[config.mk]
export PLATFORM = sky130hd
export DESIGN_NAME = inv_key_expander
export DESIGN_NICKNAME = d
export VERILOG_FILES = /design/src/rtl/inv_key_expander_pkg.sv /design/src/rtl/inv_key_expander_subword.sv /design/src/rtl/inv_key_expander.sv
export SDC_FILE = /design/constraint.sdc
export NUM_CORES = 2
export LEC_CHECK = 0
export CAP_MARGIN = 0
export CORE_AREA = 2 2 358 395
export DETAILED_ROUTE_END_ITERATION = 10
export DIE_AREA = 0 0 360 397
export PLACE_DENSITY = 0.68
export SYNTH_ARGS = -nofsm -noshare
export SYNTH_HDL_FRONTEND = slang
export SYNTH_SLANG_ARGS = --single-unit
[constraint.sdc]
create_clock -name clk -period 36.3 [get_ports clk]
set_input_delay 9.075 -clock clk [delete_from_list [all_inputs] [get_ports clk]]
set_output_delay 9.075 -clock clk [all_outputs]
set_load 0.05 [all_outputs]
[src/rtl/inv_key_expander_pkg.sv]
// Shared AES-128 key-schedule definitions: sizes, FSM states, RotWord and the Rcon table.
package inv_key_expander_pkg;

    localparam int KEY_LEN  = 128;
    localparam int WORD_LEN = 32;
    localparam int NR       = 10;

    typedef enum logic [1:0] {
        IDLE,
        LOAD,
        SUB,
        STEP
    } state_t;

    function automatic logic [31:0] rot_word(input logic [31:0] x);
        return {x[23:0], x[31:24]};
    endfunction

    function automatic logic [31:0] rcon(input logic [3:0] round);
        logic [7:0] rc;
        case (round)
            4'd1:    rc = 8'h01;
            4'd2:    rc = 8'h02;
            4'd3:    rc = 8'h04;
            4'd4:    rc = 8'h08;
            4'd5:    rc = 8'h10;
            4'd6:    rc = 8'h20;
            4'd7:    rc = 8'h40;
            4'd8:    rc = 8'h80;
            4'd9:    rc = 8'h1b;
            4'd10:   rc = 8'h36;
            default: rc = 8'h00;
        endcase
        return {rc, 24'h0};
    endfunction

endpackage

[src/rtl/inv_key_expander_subword.sv]
// Registered AES SubWord: four forward S-boxes on a 32-bit word, one cycle of latency.
module inv_key_expander_subword (
    input  logic        clk,
    input  logic        reset,
    input  logic        valid_in,
    input  logic [31:0] data_in,
    output logic        valid_out,
    output logic [31:0] data_out
);

    logic        r_valid;
    logic [31:0] r_data;

    function automatic logic [7:0] gf_mul(input logic [7:0] a, input logic [7:0] b);
        logic [7:0] p;
        logic [7:0] x;
        p = 8'h00;
        x = a;
        for (int i = 0; i < 8; i++) begin
            if (b[i]) p = p ^ x;
            x = {x[6:0], 1'b0} ^ (x[7] ? 8'h1b : 8'h00);
        end
        return p;
    endfunction

    // Multiplicative inverse as x^254 in GF(2^8) (maps 0 to 0), then the affine transform.
    function automatic logic [7:0] sbox(input logic [7:0] x);
        logic [7:0] r;
        logic [7:0] sq;
        r  = 8'h01;
        sq = x;
        for (int i = 1; i < 8; i++) begin
            sq = gf_mul(sq, sq);
            r  = gf_mul(r, sq);
        end
        return r ^ {r[6:0], r[7]} ^ {r[5:0], r[7:6]} ^ {r[4:0], r[7:5]} ^ {r[3:0], r[7:4]} ^ 8'h63;
    endfunction

    always_ff @(posedge clk or negedge reset) begin
        if (!reset) r_valid <= 1'b0;
        else        r_valid <= valid_in;
    end

    always_ff @(posedge clk) begin
        if (valid_in)
            r_data <= {sbox(data_in[31:24]), sbox(data_in[23:16]),
                       sbox(data_in[15:8]),  sbox(data_in[7:0])};
    end

    assign valid_out = r_valid;
    assign data_out  = r_data;

endmodule

[src/rtl/inv_key_expander.sv]
// Iterative AES-128 inverse key schedule: emits round keys 10 down to 0, one per two cycles.
module inv_key_expander #(
    parameter int KEY_LEN  = inv_key_expander_pkg::KEY_LEN,
    parameter int WORD_LEN = inv_key_expander_pkg::WORD_LEN,
    parameter int NR       = inv_key_expander_pkg::NR
) (
    input  logic               clk,
    input  logic               reset,
    input  logic               start,
    input  logic [KEY_LEN-1:0] key_in,
    output logic               busy,
    output logic               valid_out,
    output logic [KEY_LEN-1:0] key_out,
    output logic [3:0]         round_out,
    output logic               done
);
    import inv_key_expander_pkg::*;

    state_t              r_state;
    state_t              w_state_nxt;
    logic [KEY_LEN-1:0]  r_kreg;
    logic [3:0]          r_rnd;
    logic                w_step;
    logic                w_sub_vld_in;
    logic                w_sub_vld_out;
    logic [WORD_LEN-1:0] w_sub_in;
    logic [WORD_LEN-1:0] w_sub_out;
    logic [WORD_LEN-1:0] w_w0, w_w1, w_w2, w_w3;
    logic [WORD_LEN-1:0] w_p0, w_p1, w_p2, w_p3;
    logic [KEY_LEN-1:0]  w_prev_key;

    assign w_w0 = r_kreg[KEY_LEN-1 -: WORD_LEN];
    assign w_w1 = r_kreg[3*WORD_LEN-1 -: WORD_LEN];
    assign w_w2 = r_kreg[2*WORD_LEN-1 -: WORD_LEN];
    assign w_w3 = r_kreg[WORD_LEN-1:0];

    // Undo one forward expansion step; Rcon is indexed by the round being undone.
    assign w_p3       = w_w3 ^ w_w2;
    assign w_p2       = w_w2 ^ w_w1;
    assign w_p1       = w_w1 ^ w_w0;
    assign w_sub_in   = rot_word(w_p3);
    assign w_p0       = w_w0 ^ w_sub_out ^ rcon(r_rnd);
    assign w_prev_key = {w_p0, w_p1, w_p2, w_p3};

    inv_key_expander_subword u_subword (
        .clk       (clk),
        .reset     (reset),
        .valid_in  (w_sub_vld_in),
        .data_in   (w_sub_in),
        .valid_out (w_sub_vld_out),
        .data_out  (w_sub_out)
    );

    always_ff @(posedge clk or negedge reset) begin
        if (!reset) r_state <= IDLE;
        else        r_state <= w_state_nxt;
    end

    // STEP waits on the SubWord strobe, so a deeper S-box needs no FSM change.
    always_comb begin
        w_state_nxt  = r_state;
        w_sub_vld_in = 1'b0;
        w_step       = 1'b0;
        valid_out    = 1'b0;
        done         = 1'b0;
        case (r_state)
            IDLE: if (start) w_state_nxt = LOAD;
            LOAD: begin
                valid_out   = 1'b1;
                w_state_nxt = SUB;
            end
            SUB: begin
                w_sub_vld_in = 1'b1;
                w_state_nxt  = STEP;
            end
            STEP: begin
                if (w_sub_vld_out) begin
                    w_step    = 1'b1;
                    valid_out = 1'b1;
                    if (r_rnd == 4'd1) begin
                        done        = 1'b1;
                        w_state_nxt = IDLE;
                    end else begin
                        w_state_nxt = SUB;
                    end
                end
            end
            default: w_state_nxt = IDLE;
        endcase
    end

    always_ff @(posedge clk or negedge reset) begin
        if (!reset) begin
            r_kreg <= '0;
            r_rnd  <= 4'd0;
        end else if (r_state == IDLE && start) begin
            r_kreg <= key_in;
            r_rnd  <= 4'(NR);
        end else if (w_step) begin
            r_kreg <= w_prev_key;
            r_rnd  <= r_rnd - 4'd1;
        end
    end

    // The new key is presented combinationally on the STEP strobe and held in r_kreg afterwards.
    assign busy      = (r_state != IDLE);
    assign key_out   = w_step ? w_prev_key : r_kreg;
    assign round_out = w_step ? (r_rnd - 4'd1) : r_rnd;

endmodule

==> results_dict.tcl <==
set metrics [dict create \
    status "finished clean" \
    drt_iter0_markers 6798 \
    fin_tns_setup_ps 0 \
    rsz0062_at_grt "no" \
    synth_top_flop_cell "dfrtp_1" \
    seq_area_frac_synth 0.0629 \
    finalClockSkew_ps 31.1 \
    htree_levels 4 \
    avgViaCountPerCell 6.16 \
    worst_pin_slew_ps 1240 \
    netlist_top_cells_area "xnor2_1 22%, xnor3_1 10%, nor2_1 6.4%" \
    final_common_cell "xnor2_1" \
    core-area_mm2 0.139 \
    netlist_instances 8899 \
    die_h_um 397 \
    die_x_um 360 \
    required_ps 36620 \
    period_minus_slack_ps 20140 \
    dp_cells 10658 \
    fin_area_mm2 0.0744 \
    cts.path.max_buffers 2 \
    worstHoldPathType "reg2reg" \
    dp_hpwl_um 162000 \
    fill_cells 13157 \
    syn_nets 9063 \
    slew_headroom 0.164 \
    die_area_mm2 0.143 \
    cts_root_buffer "clkbuf_16" \
    syn_to_final_growth_pct 7.93 \
    cts_tree "done" \
    worst_setup_hold_path_clk_slew_ps 100 \
    layout_common_cells "1670 x xnor2_1, 1170 x nor2_1, 931 x nand2_1, 390 x a21oi_1, 367 x xor2_1" \
    finalCritPeriodShare 0.555 \
    grt_pass1_vias 61636 \
    io_pins 266 \
    clkSinkCount 167 \
    drv_cap 0 \
    wl_per_cell_um 20.8 \
    synth_edf_count 32 \
    seq_area_mm2 0.00434 \
    cts_hold_buf 0 \
    initial_utilization 0.495 \
    fin_util 0.534 \
    path_max_fanout 22 \
    ys_seq_elements 167 \
    drive_above_1_share 0.0990 \
    cpPeakStageDelay_ps 1020 \
    postSynthAreaPerCell_um2 7.75 \
    synth_top_cell_by_area "xnor2_1" \
    yosysWarnings 0 \
    fin_cells 10691 \
    cts_made_buffers 17 \
    gp_congestion 0.949 \
    row_count 144 \
    grt_pass1_wl_um 350000 \
    grt_max_degree 86 \
    reg2reg_from "r_kreg[63]" \
    worst-setup-path-type "reg2reg" \
    dr.pass1.iters 6 \
    nets 9016 \
    cp-startpoint "r_kreg[63]" \
    port-buffer-count 265 \
    crit_arrival_ps 20460 \
    route.final.wire_length_um 222000 \
    setup_viol 0 \
    insertion_delay_ps 560 \
    yosysTopAreaCellShare 0.218 \
    endpoint_kind "flop" \
    async_reset_ff_frac 0.808 \
    cpMostUsedCell "xnor2_1" \
    multi_input_area_mm2 0.0621 \
    drc 0 \
    slowest_stage "xnor2_1" \
    dr_total_vias 65850 \
    fmax_mhz 49.7 \
    netlist_area_mm2 0.0689 \
    post_cts_buffers 0 \
    hold_start "r_state[1]" \
    placed_area_mm2 0.0738 \
    drtAntennaViolNets 0 \
    hold_viol 0 \
    startpoint_type "flop" \
    drv_slew 0 \
    grt_antenna_before_repair 5 \
    ys_types 129 \
    postCtsResizedCells 0 \
    grt_usage 0.298 \
    grt-ovfl-total 0 \
]
==> final timing paths <==
kind / end / slack, ps / cells past startpoint
max: u_subword.data_out[5] / 16160 / 59
min: r_state[0] / 610 / 2
max reg2reg: u_subword.data_out[5] / 16160 / 59
min reg2reg: r_state[0] / 610 / 2
max in group asynchronous: r_kreg[92] / 26470 / 2
min in group asynchronous: r_kreg[41] / 8490 / 1
==> cell type report <==
cell class,instances,share of cell area
well taps,1825,0.0307
flip-flops and latches,167,0.0583
inverters,109,0.00552
repair buffers,530,0.0624
clock buffers,18,0.00577
clock inverters,14,0.00214
diodes,1,0.0000336
multi-input cells,8027,0.835
==> stage by stage <==
stage                     hold slack [ps]  worst slack (ps)
after global placement                573             17070
after CTS                             617             16390
after floorplan                       526             20070
after global routing                  665             14530
after detailed placement              598             16450
final                                 612             16160
==> state kept, by name, summed over array words and instances (netlist names) <==
| name | cells |
|---|---|
| r_kreg | 128 |
| r_rnd | 4 |
| r_state | 2 |
| u_subword.data_out | 32 |
| u_subword.valid_out | 1 |
==> routing by layer <==
layer,GRT usage,wire length (µm)
met1,0.407,95100
met2,0.485,101000
met3,0.0474,19600
met4,0.0883,6020
met5,0,53
==> worst max-delay path: cells and delay by family (launching register included) <==
kind,cells,cell delay (ps)
flops,1,490
buf+inv,6,1490
xor+xnor,16,6690
mux,3,640
compound gates,17,4790
fa+ha+maj,4,1900
simple gates,13,3900
==> Yosys cell counts, types with 30 or more instances <==
master / count
xor2_2: 30
a211oi_1: 90
edfxtp_1: 32
buf_2: 131
buf_1: 48
o211ai_1: 63
a22oi_1: 77
nand3_1: 249
or3_1: 42
nor4_1: 51
a21oi_1: 390
mux2_2: 177
o22ai_1: 126
xnor3_1: 318
nor3_1: 275
mux2i_1: 265
o221ai_1: 31
xor3_1: 50
clkbuf_1: 386
o21ai_0: 360
and3_1: 45
o21ai_1: 49
nand2_1: 932
nand4_1: 62
and2_1: 51
ha_1: 33
nand2b_1: 43
xnor2_1: 1718
inv_1: 74
xnor2_2: 105
nor2b_1: 48
buf_4: 30
xor2_1: 376
nor2_1: 1170
a31oi_1: 101
dfrtp_1: 135
==> cells by family after synthesis <==
| kind of cell | Yosys count | share of synthesized area |
|---|---|---|
| xor+xnor | 2675 | 0.448 |
| mux | 453 | 0.0700 |
| buf+inv | 705 | 0.0425 |
| flops | 167 | 0.0629 |
| compound gates | 1769 | 0.172 |
| fa+ha+maj | 35 | 0.00628 |
| simple gates | 3095 | 0.198 |
Power is left out: the tool's default activity adds up to more than one toggle a clock period on the data nets, which glitch-free logic cannot reach.
